**config.mk**
```make
export PLATFORM = sky130hd
export DESIGN_NAME = vm_change_flat
export DESIGN_NICKNAME = d
export VERILOG_FILES = /design/src/rtl/vm_pkg.sv /design/src/rtl/vm_change_if.sv /design/src/rtl/vm_coin_stock.sv /design/src/rtl/vm_change.sv /design/src/flat_wrapper.sv
export SDC_FILE = /design/constraint.sdc
export NUM_CORES = 1
export LEC_CHECK = 0
export ABC_AREA = 1
export BUFFER_PORTS_ARGS = -buffer_cell sky130_fd_sc_hd__buf_2
export CORE_UTILIZATION = 45
export CTS_CLUSTER_DIAMETER = 60
export CTS_CLUSTER_SIZE = 10
export DETAILED_ROUTE_END_ITERATION = 16
export SKIP_LAST_GASP = 1
export SYNTH_ARGS = -nofsm -noshare
export SYNTH_HDL_FRONTEND = slang
export SYNTH_SLANG_ARGS = --single-unit
```
**constraint.sdc**
```tcl
create_clock -name clk -period 5.9 [get_ports clk]
set_input_delay 0.295 -clock clk [delete_from_list [all_inputs] [get_ports clk]]
set_output_delay 0.295 -clock clk [all_outputs]
set_load 0.02 [all_outputs]
```
**src/rtl/vm_pkg.sv**
```systemverilog
// rtl/vm_pkg.sv - shared coin codes and vm_change state encoding
// Purpose: coin encoding common to the vending FSM and the change dispenser,
//          the dispenser state type, and a coin-to-units helper.
// Ports:   none (package).
package vm_pkg;

    localparam logic [1:0] COIN_NONE = 2'b00;
    localparam logic [1:0] COIN_5    = 2'b01;
    localparam logic [1:0] COIN_10   = 2'b10;

    typedef enum logic [1:0] {
        VMC_IDLE  = 2'd0,
        VMC_PICK  = 2'd1,
        VMC_EJECT = 2'd2,
        VMC_FIN   = 2'd3
    } vmc_state_e;

    // Value of a coin code in units of 5.
    function automatic logic [1:0] coin_units(input logic [1:0] coin);
        logic [1:0] units;
        units = 2'd0;
        if (coin == COIN_10) begin
            units = 2'd2;
        end else if (coin == COIN_5) begin
            units = 2'd1;
        end
        return units;
    endfunction

endpackage

```
**src/rtl/vm_change_if.sv**
```systemverilog
// rtl/vm_change_if.sv - request, restock and ejector signals of vm_change
// Purpose: bundles the change-request handshake, restock strobe, coin ejector
//          handshake and completion status.
// Ports:   master = requester/ejector side, slave = vm_change.
//          req_valid/req_amt/req_ready, load/load_coin,
//          coin_out/coin_valid/coin_ack, done/short/timeout/rem_out.
interface vm_change_if #(
    parameter int AMT_W = 4
);
    logic             req_valid;
    logic [AMT_W-1:0] req_amt;
    logic             req_ready;
    logic             load;
    logic [1:0]       load_coin;
    logic [1:0]       coin_out;
    logic             coin_valid;
    logic             coin_ack;
    logic             done;
    logic             short;
    logic             timeout;
    logic [AMT_W-1:0] rem_out;

    modport master (
        output req_valid, req_amt, load, load_coin, coin_ack,
        input  req_ready, coin_out, coin_valid, done, short, timeout, rem_out
    );

    modport slave (
        input  req_valid, req_amt, load, load_coin, coin_ack,
        output req_ready, coin_out, coin_valid, done, short, timeout, rem_out
    );

endinterface

```
**src/rtl/vm_coin_stock.sv**
```systemverilog
// rtl/vm_coin_stock.sv - saturating up/down coin inventory counter
// Purpose: holds the number of coins of one denomination.
// Ports:   clk, rst (async active-low), inc, dec, count, empty.
module vm_coin_stock #(
    parameter int W = 4
) (
    input  logic         clk,
    input  logic         rst,
    input  logic         inc,
    input  logic         dec,
    output logic [W-1:0] count,
    output logic         empty
);

    always_ff @(posedge clk or negedge rst) begin
        if (!rst) begin
            count <= '0;
        end else if (inc && !dec) begin
            if (count != '1) begin
                count <= count + W'(1);
            end
        end else if (dec && !inc) begin
            if (count != '0) begin
                count <= count - W'(1);
            end
        end
    end

    assign empty = (count == '0);

endmodule

```
**src/rtl/vm_change.sv**
```systemverilog
// rtl/vm_change.sv - greedy change dispenser driving a coin ejector
// Purpose: pays a requested amount (units of 5) from ten and five inventories,
//          tens first, and reports done / short / timeout / unpaid remainder.
// Ports:   clk, rst (async active-low), bus (vm_change_if.slave).
// Config:  VM_CHANGE_TIMEOUT_EN builds the ejector ack watchdog (TIMEOUT cycles).
module vm_change
    import vm_pkg::*;
#(
    parameter int AMT_W   = 4,
    parameter int CNT_W   = 4,
    parameter int TIMEOUT = 15
) (
    input  logic        clk,
    input  logic        rst,
    vm_change_if.slave  bus
);

    vmc_state_e       state;
    logic [AMT_W-1:0] rem;
    logic [1:0]       coin_out_q;
    logic             coin_valid_q;
    logic             done_q;
    logic             short_q;
    logic             timeout_q;
    logic [AMT_W-1:0] rem_out_q;

    logic             inc5, inc10, dec5, dec10;
    logic             empty5, empty10;
    logic [CNT_W-1:0] inv5, inv10;
    logic             in_idle, acked;

    assign in_idle = (state == VMC_IDLE);
    assign acked   = (state == VMC_EJECT) && coin_valid_q && bus.coin_ack;

    // Restock only while idle so the inventory cannot move under a payout.
    assign inc5  = in_idle && bus.load && (bus.load_coin == COIN_5);
    assign inc10 = in_idle && bus.load && (bus.load_coin == COIN_10);
    assign dec5  = acked && (coin_out_q == COIN_5);
    assign dec10 = acked && (coin_out_q == COIN_10);

    vm_coin_stock #(.W(CNT_W)) u_stock5 (
        .clk   (clk),
        .rst   (rst),
        .inc   (inc5),
        .dec   (dec5),
        .count (inv5),
        .empty (empty5)
    );

    vm_coin_stock #(.W(CNT_W)) u_stock10 (
        .clk   (clk),
        .rst   (rst),
        .inc   (inc10),
        .dec   (dec10),
        .count (inv10),
        .empty (empty10)
    );

    // Control only needs the empty flags; the levels stay visible for debug.
    logic unused_levels;
    assign unused_levels = ^{inv5, inv10};

`ifdef VM_CHANGE_TIMEOUT_EN
    localparam int TMR_W = (TIMEOUT > 1) ? $clog2(TIMEOUT) : 1;
    logic [TMR_W-1:0] tmr;
`else
    // The watchdog length only matters when the watchdog is built.
    logic unused_timeout_cfg;
    assign unused_timeout_cfg = ^TIMEOUT;
`endif

    always_ff @(posedge clk or negedge rst) begin
        if (!rst) begin
            state        <= VMC_IDLE;
            rem          <= '0;
            coin_out_q   <= COIN_NONE;
            coin_valid_q <= 1'b0;
            done_q       <= 1'b0;
            short_q      <= 1'b0;
            timeout_q    <= 1'b0;
            rem_out_q    <= '0;
`ifdef VM_CHANGE_TIMEOUT_EN
            tmr          <= '0;
`endif
        end else begin
            case (state)
                VMC_IDLE: begin
                    if (bus.req_valid) begin
                        rem       <= bus.req_amt;
                        short_q   <= 1'b0;
                        timeout_q <= 1'b0;
                        rem_out_q <= '0;
                        state     <= VMC_PICK;
                    end
                end

                VMC_PICK: begin
                    if (rem == '0) begin
                        done_q    <= 1'b1;
                        rem_out_q <= rem;
                        state     <= VMC_FIN;
                    end else if ((rem >= AMT_W'(2)) && !empty10) begin
                        coin_out_q   <= COIN_10;
                        coin_valid_q <= 1'b1;
                        state        <= VMC_EJECT;
`ifdef VM_CHANGE_TIMEOUT_EN
                        tmr          <= '0;
`endif
                    end else if (!empty5) begin
                        coin_out_q   <= COIN_5;
                        coin_valid_q <= 1'b1;
                        state        <= VMC_EJECT;
`ifdef VM_CHANGE_TIMEOUT_EN
                        tmr          <= '0;
`endif
                    end else begin
                        // Nothing left that fits: report what is still owed.
                        short_q   <= 1'b1;
                        done_q    <= 1'b1;
                        rem_out_q <= rem;
                        state     <= VMC_FIN;
                    end
                end

                VMC_EJECT: begin
                    if (bus.coin_ack) begin
                        rem          <= rem - AMT_W'(coin_units(coin_out_q));
                        coin_out_q   <= COIN_NONE;
                        coin_valid_q <= 1'b0;
                        state        <= VMC_PICK;
                    end
`ifdef VM_CHANGE_TIMEOUT_EN
                    else if (tmr == TMR_W'(TIMEOUT - 1)) begin
                        // Abandoned coin is not counted: rem and stock stay put.
                        coin_out_q   <= COIN_NONE;
                        coin_valid_q <= 1'b0;
                        timeout_q    <= 1'b1;
                        done_q       <= 1'b1;
                        rem_out_q    <= rem;
                        state        <= VMC_FIN;
                    end else begin
                        tmr <= tmr + TMR_W'(1);
                    end
`endif
                end

                VMC_FIN: begin
                    done_q <= 1'b0;
                    state  <= VMC_IDLE;
                end

                default: begin
                    state <= VMC_IDLE;
                end
            endcase
        end
    end

    assign bus.req_ready  = in_idle;
    assign bus.coin_out   = coin_out_q;
    assign bus.coin_valid = coin_valid_q;
    assign bus.done       = done_q;
    assign bus.short      = short_q;
    assign bus.timeout    = timeout_q;
    assign bus.rem_out    = rem_out_q;

endmodule
```
**src/flat_wrapper.sv**
```systemverilog
// flat-port wrapper written by rule: the top's interface ports become plain ports
module vm_change_flat import vm_pkg::*;
#(
    parameter int AMT_W   = 4,
    parameter int CNT_W   = 4,
    parameter int TIMEOUT = 15
)
  (clk, rst, bus_req_valid, bus_req_amt, bus_load, bus_load_coin, bus_coin_ack, bus_req_ready, bus_coin_out, bus_coin_valid, bus_done, bus_short, bus_timeout, bus_rem_out);
  vm_change_if #(.AMT_W(AMT_W)) bus_i ();
  input  logic clk;
  input  logic rst;
  input wire logic [$bits(bus_i.req_valid)-1:0] bus_req_valid;
  input wire logic [$bits(bus_i.req_amt)-1:0] bus_req_amt;
  input wire logic [$bits(bus_i.load)-1:0] bus_load;
  input wire logic [$bits(bus_i.load_coin)-1:0] bus_load_coin;
  input wire logic [$bits(bus_i.coin_ack)-1:0] bus_coin_ack;
  output wire logic [$bits(bus_i.req_ready)-1:0] bus_req_ready;
  output wire logic [$bits(bus_i.coin_out)-1:0] bus_coin_out;
  output wire logic [$bits(bus_i.coin_valid)-1:0] bus_coin_valid;
  output wire logic [$bits(bus_i.done)-1:0] bus_done;
  output wire logic [$bits(bus_i.short)-1:0] bus_short;
  output wire logic [$bits(bus_i.timeout)-1:0] bus_timeout;
  output wire logic [$bits(bus_i.rem_out)-1:0] bus_rem_out;
  assign bus_i.req_valid = bus_req_valid;
  assign bus_i.req_amt = bus_req_amt;
  assign bus_i.load = bus_load;
  assign bus_i.load_coin = bus_load_coin;
  assign bus_i.coin_ack = bus_coin_ack;
  assign bus_req_ready = bus_i.req_ready;
  assign bus_coin_out = bus_i.coin_out;
  assign bus_coin_valid = bus_i.coin_valid;
  assign bus_done = bus_i.done;
  assign bus_short = bus_i.short;
  assign bus_timeout = bus_i.timeout;
  assign bus_rem_out = bus_i.rem_out;
  vm_change #(.AMT_W(AMT_W), .CNT_W(CNT_W), .TIMEOUT(TIMEOUT)) u_core (.clk(clk), .rst(rst), .bus(bus_i));
endmodule
```
==> impl_metrics.yaml <==
clocking:
  ctsResizeCount: 0
  cts_sinks: 23
  cts-buffers-inserted: 3
  cts_tree: "built"
  h-tree-depth: 1
  insertion_delay_ns: 0.26
  cts_root_buf: "clkbuf_8"
  postCtsSetupBuffers: 0
  cts.reportedPaths.clkPinSlew_ns: 0.08
  cts.path.max_buffers: 2
  holdBufCountCts: 0
global_routing:
  use_met2: 0.341
  use_met3: 0.0474
  gr-max-usage-layer: "met2"
  antenna_found_initial: 0
  grt_util_all_layers: 0.188
  grt_pass1_wl_um: 5890
  grt_use_met1: 0.225
  grt-ovfl-total: 0
  grt_start_max_net_pins: 24
  grt_pass1_vias: 1384
sta:
  setup_viol: 0
  finalSetupTns_ns: 0
  drv_slew: 0
  hold_viol: 0
  skew_ns: 0.00422
  worstMarginPinSlew_ns: 0.544
  fin_crit_ns: 2.51
  min_period_over_period: 0.426
  max_freq_ghz: 0.398
  slew_headroom: 0.637
  rsz0062_at_grt: "false"
critical_path:
  cp_common_cell: "nand2_1"
  crit_path_max_fanout: 14
  cp.arrival_ns: 2.68
  cpMaxStageDelayCell: "dfrtp_1"
  crit_chain: "inv_1 > ha_1 > nand2_1 > nor2_1 > nand2_1 > ha_1 > inv_1 > ha_1 > a21oi_1 > nand2_1 > xor2_1 > nand2_1 > nand2_1"
  worstPathRequired_ns: 6.06
  cp_top_family: "adder cells"
  path_buf_inv: 2
  crit_path_start_kind: "register"
  cp-end-kind: "register"
  crit_type: "register to register"
  critPathMaxStageDelay_ns: 0.42
synth:
  avgSynthCellArea_um2: 7.82
  synth.distinct_cells: 31
  synth_top_family_by_area: "simple AND/OR/NAND/NOR gates"
  synth.mux.area_fraction: 0
  ys_seq_area_frac: 0.344
  synth_compound_area_frac: 0.0815
  yosys_warnings: 0
  synthCells: 214
  ys_seq_elements: 23
  synth_ff_type: "dfrtp_1"
  syn_nets: 240
  netlist_top_cells_area: "dfrtp_1 34%, nand2_1 14%, ha_1 9.0%, inv_1 7.0%, fa_1 3.6%"
  synth-async-reset-ratio: 1.00
  synth-xor-area-share: 0.0471
  synth_edf_count: 0
  synth_fa_ha_area_frac: 0.126
  synthSimpleGateAreaFrac: 0.314
  synth_top_area_frac: 0.344
  synth_area_um2: 1670
  yosys.area.top_type: "dfrtp_1"
power:
  ir_drop_v: 0.000234
  p_leak_nw: 0.980
  powerDensity_nw_per_um2: 575
final_layout:
  finalCoreUtilization: 0.538
  area_growth_pct: 10.7
  layout_commonest_cell: "nand2_1"
  final_cell_mix: "63 x nand2_1, 31 x inv_1, 23 x dfrtp_1"
  final_nets: 262
  layout-drive-gt1-share: 0.162
  antenna_cells: 0
die:
  die-area_um2: 3970
  die_y_um: 63.0
  die_x_um: 63.0
  core_area_um2: 3440
  start_util: 0.486
  pin_count: 22
  rows: 21
placed_design:
  portBuffers: 20
  gp_routability_congestion: 0.782
  hpwl_um: 2660
job:
  max-cap-violations: 0
route:
  routed_wirelength_um: 3270
  vias: 1392
  drt_iter0_markers: 38
  avgViaCountPerCell: 4.95
  post_drt_wl_per_cell_um: 11.6
  ant_nets: 0
  remaining_drc_errors: 0
  firstDrtPassIters: 4
min_path:
  hold_class: "input pin to asynchronous set/reset pin"
outcome:
  outcome: "finished clean"
## final timing paths
path,from,end,slack [ns],cells past startpoint
worst max-delay path,u_core.state[0],u_core.u_stock5.count[3],3.39,13
worst min-delay path,rst,u_core.u_stock10.count[1],0.001,1
worst max register to register,u_core.state[0],u_core.u_stock5.count[3],3.39,13
worst min register to register,u_core.bus.done,u_core.bus.done,0.47,2
max in group asynchronous,rst,u_core.rem[0],5.55,1
min in group clk,bus_req_amt[1],u_core.rem[1],0.29,3
## cell type report
class                      count  area [um2]
tap                           46        57.6
multi-input combinational    156         955
inverter                      32         120
sequential                    23         576
fill                         367        1590
timing repair buffer          20         100
clock buffer                   4        45.0
## power by group
part / switching, mW / internal [mW] / total (mW) / leakage [nW]
Sequential: 0.0780 / 0.236 / 0.314 / 0.288
Clock: 0.0483 / 0.0481 / 0.0965 / 0.0228
Combinational: 0.416 / 0.239 / 0.655 / 0.669
## per-stage QoR
stage	setup WS [ns]	area, um2	power [mW]	instances	hold WS [ns]
5_1_grt	3.13	1850	1.19	281	0.0371
6_report	3.39	1850	1.07	281	0.00146
4_1_cts	3.38	1850	1.07	281	0.0156
2_1_floorplan	3.66	1670	0.830	214	-0.000591
3_3_place_gp	3.52	1810	0.951	277	0.308
3_5_place_dp	3.38	1810	0.974	277	0.300
## state kept, by name, summed over array words and instances (netlist names)
name	count
u_core.bus.short	1
u_core.bus.coin_valid	1
u_core.bus.coin_out	2
u_core.bus.done	1
u_core.u_stock10.count	4
u_core.rem	4
u_core.state	2
u_core.u_stock5.count	4
u_core.bus.rem_out	4
## cell families (layout without fill, tap and decap cells)
group	count (synthesis)	count (layout)
xor gates and xnor gates	9	9
buffers and inverters	35	56
DFF	23	23
other	1	1
adders and majority gates	15	15
and+or+nand+nor	109	109
AOI/OAI and AO/OA	22	22
## synth_stat cells (3+ instances only)
cell,number
o211ai_1,3
xor2_1,4
nand3_2,4
ha_1,12
nand4_1,7
dfrtp_1,23
nor2_1,14
xnor2_1,5
nand2_1,63
a21oi_1,4
inv_1,31
o21ai_0,9
nand2_2,3
fa_1,3
nand3_1,10
## metal layers
layer	vias up	part of all wire
met2	22	0.51
met1	646	0.45
met4	0	0.0055
met3	2	0.041
met5	-	0
li1	722	-
Note: power is estimated with default switching activity, not from simulation.
